**config.mk**
```make
export PLATFORM = sky130hd
export DESIGN_NAME = truth_table_sweeper_flat
export DESIGN_NICKNAME = d
export VERILOG_FILES = /design/src/rtl/truth_table_sweeper_if.sv /design/src/rtl/truth_table_sweeper.sv /design/src/flat_wrapper.sv
export SDC_FILE = /design/constraint.sdc
export NUM_CORES = 1
export LEC_CHECK = 0
export ABC_AREA = 1
export CAP_MARGIN = 20
export CORE_UTILIZATION = 55
export CTS_CLUSTER_DIAMETER = 60
export DETAILED_ROUTE_END_ITERATION = 10
export GPL_TIMING_DRIVEN = 0
export MAX_ROUTING_LAYER = met4
export PLACE_DENSITY = 0.81
export REMOVE_ABC_BUFFERS = 1
export SLEW_MARGIN = 30
export SYNTH_ARGS = -nofsm -noshare
export SYNTH_HDL_FRONTEND = slang
export SYNTH_SLANG_ARGS = --single-unit
export TNS_END_PERCENT = 10
```
**constraint.sdc**
```tcl
create_clock -name clk -period 3.1 [get_ports clk]
set_clock_uncertainty 0.15 [all_clocks]
set_input_delay 0.62 -clock clk [delete_from_list [all_inputs] [get_ports clk]]
set_output_delay 0.62 -clock clk [all_outputs]
set_load 0.02 [all_outputs]
```
**src/rtl/truth_table_sweeper_if.sv**
```systemverilog
// Stimulus/capture bundle between the sweeper and its circuit under test.
// The sweeper drives the vector and results; the CUT side supplies f and start.
interface truth_table_sweeper_if;
  logic        start;
  logic        w, x, y, z;
  logic        f;
  logic        busy;
  logic        done;
  logic        results_valid;
  logic [15:0] table_out;
  logic [4:0]  mismatch_count;
  logic [3:0]  first_fail_idx;
  logic        pass;

  modport slave (
    input  start, f,
    output w, x, y, z, busy, done, results_valid,
           table_out, mismatch_count, first_fail_idx, pass
  );

  modport master (
    output start, f,
    input  w, x, y, z, busy, done, results_valid,
           table_out, mismatch_count, first_fail_idx, pass
  );
endinterface

```
**src/rtl/truth_table_sweeper.sv**
```systemverilog
// Steps a 4-input CUT through all 16 codes, holding each HOLD_CYCLES cycles,
// captures f into a truth table and scores it against EXPECTED.
module truth_table_sweeper #(
  parameter int          HOLD_CYCLES = 20,
  parameter logic [15:0] EXPECTED    = 16'h0000
) (
  input logic                  clk,
  input logic                  rst_n,
  truth_table_sweeper_if.slave bus
);
  typedef enum logic [1:0] {IDLE, SWEEP, DONE} state_t;

  localparam logic [9:0] HOLD_LAST = 10'(HOLD_CYCLES - 1);

  state_t      state;
  logic [3:0]  idx;
  logic [9:0]  hold_cnt;
  logic        busy, done, results_valid, pass;
  logic [15:0] table_q;
  logic [4:0]  mismatch_count;
  logic [3:0]  first_fail_idx;
  logic        miss;

  assign miss = bus.f ^ EXPECTED[idx];

  always_ff @(posedge clk or negedge rst_n) begin
    if (!rst_n) begin
      state          <= IDLE;
      idx            <= '0;
      hold_cnt       <= '0;
      busy           <= 1'b0;
      done           <= 1'b0;
      results_valid  <= 1'b0;
      pass           <= 1'b0;
      table_q        <= '0;
      mismatch_count <= '0;
      first_fail_idx <= '0;
    end else begin
      case (state)
        IDLE: begin
          if (bus.start) begin
            state          <= SWEEP;
            idx            <= '0;
            hold_cnt       <= '0;
            busy           <= 1'b1;
            results_valid  <= 1'b0;
            pass           <= 1'b0;
            table_q        <= '0;
            mismatch_count <= '0;
            first_fail_idx <= '0;
          end
        end
        SWEEP: begin
          if (hold_cnt == HOLD_LAST) begin
            hold_cnt     <= '0;
            table_q[idx] <= bus.f;
            if (miss) begin
              mismatch_count <= mismatch_count + 5'd1;
              if (mismatch_count == 5'd0) first_fail_idx <= idx;
            end
            if (idx == 4'd15) begin
              // pass is resolved here so it lands together with results_valid
              state         <= DONE;
              idx           <= '0;
              busy          <= 1'b0;
              done          <= 1'b1;
              results_valid <= 1'b1;
              pass          <= (mismatch_count == 5'd0) && !miss;
            end else begin
              idx <= idx + 4'd1;
            end
          end else begin
            hold_cnt <= hold_cnt + 10'd1;
          end
        end
        DONE: begin
          state <= IDLE;
          done  <= 1'b0;
        end
        default: state <= IDLE;
      endcase
    end
  end

  // idx is 0 whenever not sweeping, so the vector needs no extra gating
  assign {bus.w, bus.x, bus.y, bus.z} = idx;
  assign bus.busy           = busy;
  assign bus.done           = done;
  assign bus.results_valid  = results_valid;
  assign bus.table_out      = table_q;
  assign bus.mismatch_count = mismatch_count;
  assign bus.first_fail_idx = first_fail_idx;
  assign bus.pass           = pass;
endmodule

```
**src/flat_wrapper.sv**
```systemverilog
// flat-port wrapper written by rule: the top's interface ports become plain ports
module truth_table_sweeper_flat 
#(
  parameter int          HOLD_CYCLES = 20,
  parameter logic [15:0] EXPECTED    = 16'h0000
)
  (clk, rst_n, bus_start, bus_f, bus_w, bus_x, bus_y, bus_z, bus_busy, bus_done, bus_results_valid, bus_table_out, bus_mismatch_count, bus_first_fail_idx, bus_pass);
  truth_table_sweeper_if bus_i ();
  input logic clk;
  input logic rst_n;
  input wire logic [$bits(bus_i.start)-1:0] bus_start;
  input wire logic [$bits(bus_i.f)-1:0] bus_f;
  output wire logic [$bits(bus_i.w)-1:0] bus_w;
  output wire logic [$bits(bus_i.x)-1:0] bus_x;
  output wire logic [$bits(bus_i.y)-1:0] bus_y;
  output wire logic [$bits(bus_i.z)-1:0] bus_z;
  output wire logic [$bits(bus_i.busy)-1:0] bus_busy;
  output wire logic [$bits(bus_i.done)-1:0] bus_done;
  output wire logic [$bits(bus_i.results_valid)-1:0] bus_results_valid;
  output wire logic [$bits(bus_i.table_out)-1:0] bus_table_out;
  output wire logic [$bits(bus_i.mismatch_count)-1:0] bus_mismatch_count;
  output wire logic [$bits(bus_i.first_fail_idx)-1:0] bus_first_fail_idx;
  output wire logic [$bits(bus_i.pass)-1:0] bus_pass;
  assign bus_i.start = bus_start;
  assign bus_i.f = bus_f;
  assign bus_w = bus_i.w;
  assign bus_x = bus_i.x;
  assign bus_y = bus_i.y;
  assign bus_z = bus_i.z;
  assign bus_busy = bus_i.busy;
  assign bus_done = bus_i.done;
  assign bus_results_valid = bus_i.results_valid;
  assign bus_table_out = bus_i.table_out;
  assign bus_mismatch_count = bus_i.mismatch_count;
  assign bus_first_fail_idx = bus_i.first_fail_idx;
  assign bus_pass = bus_i.pass;
  truth_table_sweeper #(.HOLD_CYCLES(HOLD_CYCLES), .EXPECTED(EXPECTED)) u_core (.clk(clk), .rst_n(rst_n), .bus(bus_i));
endmodule
```
==> impl_metrics.csv, run 1 <==
group,metric,value,unit
critical_path,critPathKind,"reg2reg",
logic_synthesis,syn-instance-count,336,
grt,grt_pass1_vias,2130,
die,die_area,0.004779,mm^2
detailed_routing,firstDrtPassIters,4,
cts,h-tree-depth,2,
logic_synthesis,netlist.top_cell.by_area,"sky130_fd_sc_hd__dfrtp_1",
layout,stdcell_area,0.002955,mm^2
detailed_routing,avgRoutedWirePerCell,13.35,um
critical_path,crit_path_max_incr_delay,570,ps
detailed_routing,drt_iter0_drc,205,
detailed_routing,route.detailed.drc,0,
logic_synthesis,synth_enable_flop_cells,0,
timing,timing.final.crit_period,2734,ps
timing,hold_viol,0,
logic_synthesis,ys_types,26,
critical_path,cp_data_required_time,3140,ps
grt,antenna_found_initial,0,
cts,cts_tree,"done",
grt,grtUsageTotal,25.07,%
timing,fmaxAchievable,365.7,MHz
placed_design,dp_hpwl,3548,um
run_status,run_status,"finished clean",
placed_design,placed_area,0.002846,mm^2
critical_path,worst_setup_path_start_kind,"flop",
cts,post_cts_setup_buffer_count,0,
die,fp.dieW,69.13,um
logic_synthesis,synth_warnings,0,
timing,rsz0062_at_grt,"no",
layout,antenna-diode-count,0,
cts,clk_path_buf_depth,2,
logic_synthesis,yosysSeqAreaShare,45.43,%
logic_synthesis,synth.cell_area,0.002479,mm^2
layout,final_net_count,381,
critical_path,critPathTopFamily,"simple AND/OR/NAND/NOR gates",
timing,timing.max_slew.rel_slack,52.87,%
timing,setup_viol,0,
critical_path,timing.critical_path.arrival,2780,ps
detailed_routing,detail-route-antenna-nets,0,
grt,grt_start_max_net_pins,46,
critical_path,crit_buf_inv,3,
worst_hold_path,worstHoldPathType,"in2async",
power_and_ir_drop,total_leakage_power,0.001543,uW
logic_synthesis,synthDominantCellAreaShare,45.43,%
critical_path,worst-path-max-fanout,27,
placed_design,place_worst_setup_slack,-29.99,ps
grt,grt_pass1_wl,9384,um
logic_synthesis,average_cell_area_after_synthesis,7.377,um^2
die,top_level_ports,37,
detailed_routing,top_layer_used,"met4",
logic_synthesis,synth_commonest_cells,"sky130_fd_sc_hd__nand2_1 (131), sky130_fd_sc_hd__dfrtp_1 (45), sky130_fd_sc_hd__nand3_1 (32)",
timing,final_critical_path_setup_slack,365.8,ps
logic_synthesis,synth-main-ff-cell,"sky130_fd_sc_hd__dfrtp_1",
logic_synthesis,ys_async_sr_fraction,100.0,%
detailed_routing,met2RoutedLength,2718,um
cts,clk_transition_reported_paths,80,ps
critical_path,crit_path_capture_type,"flop",
critical_path,cp_slowest_cell,"sky130_fd_sc_hd__dfrtp_1",
cts,clock_insertion_delay_at_the_later_pin_of_the_skew_report,300,ps
cts,root_buffer,"sky130_fd_sc_hd__clkbuf_8",
logic_synthesis,most_area_consuming_cells_after_synthesis,"sky130_fd_sc_hd__dfrtp_1 (45%), sky130_fd_sc_hd__nand2_1 (20%), sky130_fd_sc_hd__nand3_1 (6.5%), sky130_fd_sc_hd__nor3_1 (4.0%), sky130_fd_sc_hd__inv_1 (3.8%)",
grt,globalRouteOverflowTotal,0,
timing,max_slew.worst_pin.slew,706.2,ps
placed_design,gp_congestion,0.8344,
detailed_routing,dr_total_vias,2277,
layout,final-seq-area,0.001126,mm^2
power_and_ir_drop,powerDensity,335.1,mW/mm^2
detailed_routing,wirelength_met1,2628,um
timing,slew_violations,0,
cts,clock-sinks,45,
cts,cts-buffers-inserted,5,
logic_synthesis,ys_seq_elements,45,
critical_path,timing.critical_path.cells,"inv_2 -> nor2_4 -> inv_2 -> nand2_4 -> inv_2 -> a21oi_4 -> nand2_1 -> nand2_1 -> nand2_1",
detailed_routing,vias_per_cell,5.396,
detailed_routing,dr_wl_met3,196,um
logic_synthesis,post-synth-top-count-cell,"sky130_fd_sc_hd__nand2_1",
layout,final_layout_size_suffix_gt1_share,4.595,%
layout,area_growth,19.23,%
detailed_routing,finalWirelength,5632,um
die,initial_utilization,56.93,%
die,core_area,0.004354,mm^2
die,die_height,69.13,um
timing,final_worst_path_cycle_share,88.20,%
placed_design,port_buffer_count,36,
layout,finalCoreUtilization,67.87,%
flow_run,drv.max_cap_violation_count,0,
die,fp-row-count,24,
power_and_ir_drop,final_total_power,990.3,uW
layout,multiInputGateArea,0.001211,mm^2
layout,filler_cell_count,361,
power_and_ir_drop,vdd.ir_drop.worst,0.0002637,V
==> metrics by stage <==
step / hold WS [ps] / std cells / TNS, ps
after detailed placement: 310.0 / 413 / -29.99
after global placement: 304.8 / 413 / -8359
after global routing: 211.0 / 422 / 0
after CTS: 185.4 / 421 / 0
final: 150.8 / 422 / 0
after floorplan: 174.4 / 325 / 0
==> cell usage in the layout (no fill, tap or decap), types with 2 or more instances in the layout <==
cell	instances
sky130_fd_sc_hd__clkdlybuf4s50_1	35
sky130_fd_sc_hd__a21oi_4	2
sky130_fd_sc_hd__o21ai_0	8
sky130_fd_sc_hd__nand3_1	32
sky130_fd_sc_hd__nand2_1	131
sky130_fd_sc_hd__ha_1	7
sky130_fd_sc_hd__inv_1	25
sky130_fd_sc_hd__xor2_1	5
sky130_fd_sc_hd__o21ai_1	4
sky130_fd_sc_hd__inv_2	3
sky130_fd_sc_hd__nor2_1	22
sky130_fd_sc_hd__a21oi_1	5
sky130_fd_sc_hd__nor3_1	20
sky130_fd_sc_hd__dfrtp_1	45
sky130_fd_sc_hd__clkbuf_8	6
sky130_fd_sc_hd__nand4_1	9
==> registers in the layout, summed over array words and instances, names as in the netlist, 2 cells and up <==
register / cells
u_core.bus.first_fail_idx: 4
u_core.bus.mismatch_count: 5
u_core.bus.table_out: 16
u_core.hold_cnt: 10
u_core.idx: 4
u_core.state: 2
==> layer usage <==
layer / vias to the layer above / global-route usage [%]
li1: 1148 / -
met1: 1067 / 31.57
met2: 56 / 40.02
met3: 6 / 4.678
met4: 0 / 9.977
met5: - / -
==> power breakdown <==
group          internal, uW  switching, uW
combinational          7.40           21.3
clock                   177            195
sequential              588           1.27
==> worst paths after layout <==
check	cells after the start	start	slack (ps)	to
max	9	u_core.state[0]	370	u_core.bus.table_out[8]
min	1	rst_n	150	u_core.hold_cnt[6]
max reg2reg	9	u_core.state[0]	370	u_core.bus.table_out[8]
min reg2reg	2	u_core.bus.table_out[10]	320	u_core.bus.table_out[10]
max in group asynchronous	1	rst_n	2230	u_core.bus.mismatch_count[2]
min in group clk	2	u_core.bus.table_out[10]	320	u_core.bus.table_out[10]
==> area by class of cell <==
| type | count | share of cell area [%] |
|---|---|---|
| Multi-Input combinational cell | 253 | 40.98 |
| Sequential cell | 45 | 38.10 |
| Timing Repair Buffer | 36 | 12.11 |
| Inverter | 29 | 3.683 |
| Clock buffer | 7 | 2.921 |
| Tap cell | 52 | 2.202 |
==> kinds of logic (layout without fill, tap and decap cells) <==
group | count (synthesis) | in the layout | share of synthesized area (%)
AOI/OAI and AO/OA | 22 | 23 | 5.402
xor gates and xnor gates | 5 | 5 | 1.767
adders and majority gates | 7 | 7 | 3.533
buffers and inverters | 40 | 72 | 6.814
DFF | 45 | 45 | 45.43
and+or+nand+nor | 217 | 218 | 37.05
==> what timing repair did <==
item / in CTS / in global routing
hold buffers: 0 / 0
gates resized for setup: 1 / 0
cloned: 1 / 1
pin swaps: 0 / 1
endpoints found under the setup margin: 2 / 19
Note: power is estimated with default switching activity, not from simulation.
==> inputs of run 2 (changes only) <==
--- a/config.mk
+++ b/config.mk
@@ -12,7 +12,7 @@
 export DETAILED_ROUTE_END_ITERATION = 10
 export GPL_TIMING_DRIVEN = 0
 export MAX_ROUTING_LAYER = met4
-export PLACE_DENSITY = 0.81
+export PLACE_DENSITY = 0.8
 export REMOVE_ABC_BUFFERS = 1
 export SLEW_MARGIN = 30
 export SYNTH_ARGS = -nofsm -noshare
==> impl_metrics.csv, run 2 (synthesis gave the netlist of run 1 again) <==
group,metric,value,unit
cts,h-tree-depth,2,
cts,clock_insertion_delay_at_the_later_pin_of_the_skew_report,300,ps
power_and_ir_drop,powerDensity,345.2,mW/mm^2
die,core_area,0.004354,mm^2
cts,clk_path_buf_depth,2,
die,die_area,0.004779,mm^2
layout,layout_commonest_cell,"sky130_fd_sc_hd__nand2_1",
layout,final_layout_size_suffix_gt1_share,5.121,%
timing,hold_viol,0,
timing,fmaxAchievable,360.7,MHz
layout,finalCoreUtilization,68.22,%
critical_path,crit_path_capture_type,"flop",
die,fp-row-count,24,
critical_path,worst_setup_path_start_kind,"flop",
timing,rsz0062_at_grt,"no",
detailed_routing,avgRoutedWirePerCell,13.22,um
placed_design,dp_hpwl,3413,um
timing,final_worst_path_cycle_share,89.42,%
die,die_height,69.13,um
detailed_routing,drt_iter0_drc,186,
detailed_routing,dr_total_vias,2289,
layout,largest_register_ff_count,16,
grt,grt_pass1_wl,9528,um
cts,root_buffer,"sky130_fd_sc_hd__clkbuf_8",
timing,setup_viol,0,
power_and_ir_drop,vdd.ir_drop.worst,0.0002510,V
layout,final_net_count,381,
cts,clk_transition_reported_paths,90,ps
critical_path,timing.critical_path.arrival,2810,ps
layout,most-common-layout-cells,"sky130_fd_sc_hd__nand2_1 (131), sky130_fd_sc_hd__dfrtp_1 (45), sky130_fd_sc_hd__clkdlybuf4s50_1 (35), sky130_fd_sc_hd__nand3_1 (32), sky130_fd_sc_hd__inv_1 (25)",
grt,globalRouteOverflowTotal,0,
layout,antenna-diode-count,0,
timing,setup_tns,0,ps
timing,final_critical_path_setup_slack,327.8,ps
grt,grt_start_max_net_pins,46,
layout,area_growth,19.84,%
layout,finish.cell_count_without_fillers,423,
detailed_routing,vias_per_cell,5.411,
grt,grt_pass1_vias,2150,
grt,grtUsageTotal,25.14,%
critical_path,worst-path-max-fanout,27,
critical_path,critPathKind,"reg2reg",
detailed_routing,firstDrtPassIters,5,
timing,timing.max_slew.rel_slack,55.74,%
detailed_routing,route.detailed.drc,0,
worst_hold_path,worstHoldPathType,"in2async",
power_and_ir_drop,total_leakage_power,0.001553,uW
timing,slew_violations,0,
cts,cts-buffers-inserted,5,
critical_path,cp_data_required_time,3140,ps
placed_design,dp.cells,413,
detailed_routing,detail-route-antenna-nets,0,
placed_design,place_worst_setup_slack,-71.18,ps
die,fp.dieW,69.13,um
flow_run,drv.max_cap_violation_count,0,
die,initial_utilization,56.93,%
timing,hold-worst-slack,158.2,ps
cts,clock-sinks,45,
placed_design,port_buffer_count,36,
cts,cts_tree,"done",
placed_design,gp_congestion,0.8501,
detailed_routing,finalWirelength,5591,um
grt,antenna_found_initial,0,
run_status,run_status,"finished clean",
timing,timing.final.crit_period,2772,ps
timing,max_slew.worst_pin.slew,663.1,ps
die,top_level_ports,37,
## run 2: cell types whose count changed in the layout (fill, tap and decap cells not counted)
| cell | before | now |
|---|---|---|
| sky130_fd_sc_hd__clkbuf_1 | 1 | 0 |
| sky130_fd_sc_hd__clkbuf_8 | 6 | 7 |
| sky130_fd_sc_hd__clkinv_2 | 0 | 1 |
## run 2: critical path: stages, from the launching register on
cell and delay [ps]:
sky130_fd_sc_hd__dfrtp_1 570, sky130_fd_sc_hd__inv_2 110, sky130_fd_sc_hd__nor2_4 360, sky130_fd_sc_hd__inv_2 330, sky130_fd_sc_hd__nand2_4 280, sky130_fd_sc_hd__inv_2 140, sky130_fd_sc_hd__a21oi_4 450, sky130_fd_sc_hd__nand2_1 120
sky130_fd_sc_hd__nand2_1 90, sky130_fd_sc_hd__nand2_1 50
## run 2: through the flow
stage          instance area [um^2]  total power (uW)
6_report                       2970              1025
5_1_grt                        2970              1057
4_1_cts                        2964              1032
3_5_place_dp                   2846             630.9
3_3_place_gp                   2844             630.7
2_1_floorplan                  2419             610.0
## run 2: worst paths after layout
| kind | startpoint | endpoint | slack, ps | depth (start not counted) |
|---|---|---|---|---|
| max | u_core.state[0] | u_core.bus.table_out[4] | 330 | 9 |
| min | rst_n | u_core.hold_cnt[6] | 160 | 1 |
| max reg2reg | u_core.state[0] | u_core.bus.table_out[4] | 330 | 9 |
| min reg2reg | u_core.bus.table_out[8] | u_core.bus.table_out[8] | 320 | 2 |
| max in group asynchronous | rst_n | u_core.bus.table_out[8] | 2260 | 1 |
| min in group clk | u_core.bus.table_out[8] | u_core.bus.table_out[8] | 320 | 2 |
## run 2: final cells by class
cell class              instances  area [um^2]
clock buffers                   7        96.34
clock inverters                 1        5.005
fillers                       381         1384
inverters                      29        108.9
multi-input cells             253         1211
flip-flops and latches         45         1126
well taps                      52        65.06
repair buffers                 36        357.8
## run 2: power by group
group	total (uW)	internal, uW	switching [uW]
clock network	407	202	206
registers	589	588	1.39
logic	28.8	7.40	21.4
total	1030	797	228
## run 2: routing by layer
layer | track usage (%) | vias to the layer above | share of wire [%]
met4 | 8.390 | 0 | 1.0
met2 | 40.67 | 54 | 49
li1 | - | 1150 | -
met3 | 5.263 | 4 | 3.9
met5 | - | - | 0
met1 | 31.47 | 1081 | 46
## run 2: repair_timing
action / 4_1_cts / 5_1_grt
gates cloned: 1 / 1
resized for setup: 1 / 0
buffers inserted: 0 / 0
hold buffers: 0 / 0
endpoints found under the setup margin: 17 / 19
pin swaps: 0 / 1
==> inputs of run 3 (changes only) <==
--- a/config.mk
+++ b/config.mk
@@ -6,13 +6,14 @@
 export NUM_CORES = 1
 export LEC_CHECK = 0
 export ABC_AREA = 1
+export ABC_CLOCK_PERIOD_IN_PS = 3100
 export CAP_MARGIN = 20
-export CORE_UTILIZATION = 55
+export CORE_UTILIZATION = 35
 export CTS_CLUSTER_DIAMETER = 60
 export DETAILED_ROUTE_END_ITERATION = 10
 export GPL_TIMING_DRIVEN = 0
 export MAX_ROUTING_LAYER = met4
-export PLACE_DENSITY = 0.8
+export PLACE_DENSITY = 0.55
 export REMOVE_ABC_BUFFERS = 1
 export SLEW_MARGIN = 30
 export SYNTH_ARGS = -nofsm -noshare
==> impl_metrics.csv, run 3 (synthesis gave the netlist of run 1 again) <==
group,metric,value,unit
detailed_routing,vias_per_cell,4.777,
placed_design,place_worst_setup_slack,-86.10,ps
timing,max_slew.worst_pin.slew,728.0,ps
cts,post_cts_setup_buffer_count,0,
timing,slew_violations,0,
flow_run,drv.max_cap_violation_count,0,
detailed_routing,dr_total_vias,2226,
die,fp-row-count,30,
cts,clk_transition_reported_paths,90,ps
critical_path,ff2ff_path_depth,8,
cts,clock_insertion_delay_at_the_later_pin_of_the_skew_report,300,ps
grt,globalRouteOverflowTotal,0,
critical_path,timing.critical_path.to,"u_core.idx[2]",
die,initial_utilization,36.28,%
placed_design,placed_area,0.002902,mm^2
critical_path,timing.critical_path.arrival,2850,ps
die,fp.dieW,86.16,um
detailed_routing,finalWirelength,5801,um
grt,antenna_found_initial,0,
layout,final_net_count,381,
detailed_routing,detail-route-antenna-nets,0,
worst_hold_path,worstHoldPathType,"in2async",
detailed_routing,firstDrtPassIters,4,
critical_path,setup.worst_path.start,"u_core.state[0]",
layout,antenna-diode-count,0,
layout,layout_commonest_cell,"sky130_fd_sc_hd__nand2_1",
layout,final_layout_size_suffix_gt1_share,4.595,%
grt,grt_pass1_vias,2147,
layout,area_growth,21.45,%
detailed_routing,drt_iter0_drc,106,
power_and_ir_drop,final_total_power,999.2,uW
die,top_level_ports,37,
timing,final_critical_path_setup_slack,330.4,ps
grt,grt_pass1_wl,9908,um
critical_path,timing.reg2reg.setup_slack,330,ps
cts,root_buffer,"sky130_fd_sc_hd__clkbuf_8",
timing,final_worst_path_cycle_share,89.34,%
timing,hold_viol,0,
die,die_height,86.16,um
die,die_area,0.007423,mm^2
placed_design,gp_congestion,0.7836,
cts,h-tree-depth,2,
power_and_ir_drop,vdd.ir_drop.worst,0.0001582,V
cts,clk_path_buf_depth,2,
placed_design,dp_hpwl,3664,um
power_and_ir_drop,powerDensity,331.9,mW/mm^2
cts,clock-sinks,45,
placed_design,port_buffer_count,36,
timing,hold-worst-slack,163.3,ps
run_status,run_status,"finished clean",
detailed_routing,avgRoutedWirePerCell,12.45,um
timing,rsz0062_at_grt,"no",
critical_path,worst-path-max-fanout,27,
critical_path,cp_data_required_time,3180,ps
grt,grt_start_max_net_pins,46,
critical_path,timing.rr.start,"u_core.state[0]",
timing,fmaxAchievable,361.1,MHz
critical_path,worst_setup_path_start_kind,"flop",
critical_path,critPathKind,"reg2reg",
cts,cts-buffers-inserted,5,
layout,most-common-layout-cells,"sky130_fd_sc_hd__nand2_1 (131), sky130_fd_sc_hd__dfrtp_1 (45), sky130_fd_sc_hd__clkdlybuf4s50_1 (35), sky130_fd_sc_hd__nand3_1 (32), sky130_fd_sc_hd__inv_1 (25)",
grt,grtUsageTotal,17.52,%
critical_path,reg2reg_capture_point,"u_core.idx[2]",
layout,stdcell_area,0.003010,mm^2
critical_path,crit_path_capture_type,"flop",
die,core_area,0.006832,mm^2
power_and_ir_drop,total_leakage_power,0.001543,uW
timing,setup_viol,0,
cts,post_cts_hold_buffer_count,0,
timing,timing.max_slew.rel_slack,51.41,%
layout,largest_register_ff_count,16,
timing,timing.final.crit_period,2770,ps
detailed_routing,route.detailed.drc,0,
cts,cts_tree,"done",
[run 3: changes by cell type in the layout (fill, tap and decap cells not counted)]
cell / delta
sky130_fd_sc_hd__clkinv_2: -1
sky130_fd_sc_hd__clkbuf_1: +1
sky130_fd_sc_hd__clkbuf_8: -1
[run 3: layer usage]
| layer | GRT usage [%] | wire (um) | up-vias |
|---|---|---|---|
| li1 | - | - | 1149 |
| met1 | 22.17 | 2863 | 1021 |
| met2 | 27.78 | 2640 | 44 |
| met3 | 3.080 | 175 | 12 |
| met4 | 7.121 | 123 | 0 |
| met5 | - | 0 | - |
[run 3: repair_timing]
action / in CTS / in global routing
setup endpoints to repair: 21 / 21
pin swaps: 0 / 1
gates resized for setup: 1 / 0
gates cloned: 1 / 1
[run 3: worst max-delay path: stages (launching register included)]
cell,delay (ps)
sky130_fd_sc_hd__dfrtp_1,590
sky130_fd_sc_hd__inv_2,120
sky130_fd_sc_hd__nor2_4,360
sky130_fd_sc_hd__inv_2,320
sky130_fd_sc_hd__nand2_4,290
sky130_fd_sc_hd__inv_2,150
sky130_fd_sc_hd__a21oi_4,480
sky130_fd_sc_hd__nand3_1,120
sky130_fd_sc_hd__o21ai_1,100
[run 3: power by group]
| part | total [uW] | internal (uW) | switching [uW] | leakage, uW |
|---|---|---|---|---|
| Sequential | 589 | 588 | 1.32 | 0.000604 |
| Clock | 381 | 177 | 204 | 0.0000443 |
| Combinational | 28.8 | 7.38 | 21.5 | 0.000894 |
| Total | 999 | 772 | 227 | 0.00154 |
[run 3: worst min path at each step]
stage,start,end,cells past startpoint
2_1_floorplan,rst_n,u_core.bus.busy,0
3_3_place_gp,u_core.bus.pass,u_core.bus.pass,2
3_5_place_dp,u_core.bus.table_out[5],u_core.bus.table_out[5],2
4_1_cts,rst_n,u_core.hold_cnt[7],1
5_1_grt,rst_n,u_core.hold_cnt[6],1
6_report,rst_n,u_core.hold_cnt[6],1
[run 3: cell type report]
class | instances | area (um^2)
fill | 731 | 3821
multi-input combinational | 253 | 1211
inverter | 29 | 108.9
timing repair buffer | 36 | 357.8
clock buffer | 7 | 86.33
sequential | 45 | 1126
tap | 96 | 120.1
[run 3: through the flow]
step / TNS [ps] / cells / utilization, %
6_report: 0 / 466 / 44.07
2_1_floorplan: 0 / 325 / -
5_1_grt: 0 / 466 / 44.07
3_3_place_gp: -14640 / 457 / 42.44
4_1_cts: 0 / 465 / 43.97
3_5_place_dp: -1216 / 457 / 42.47
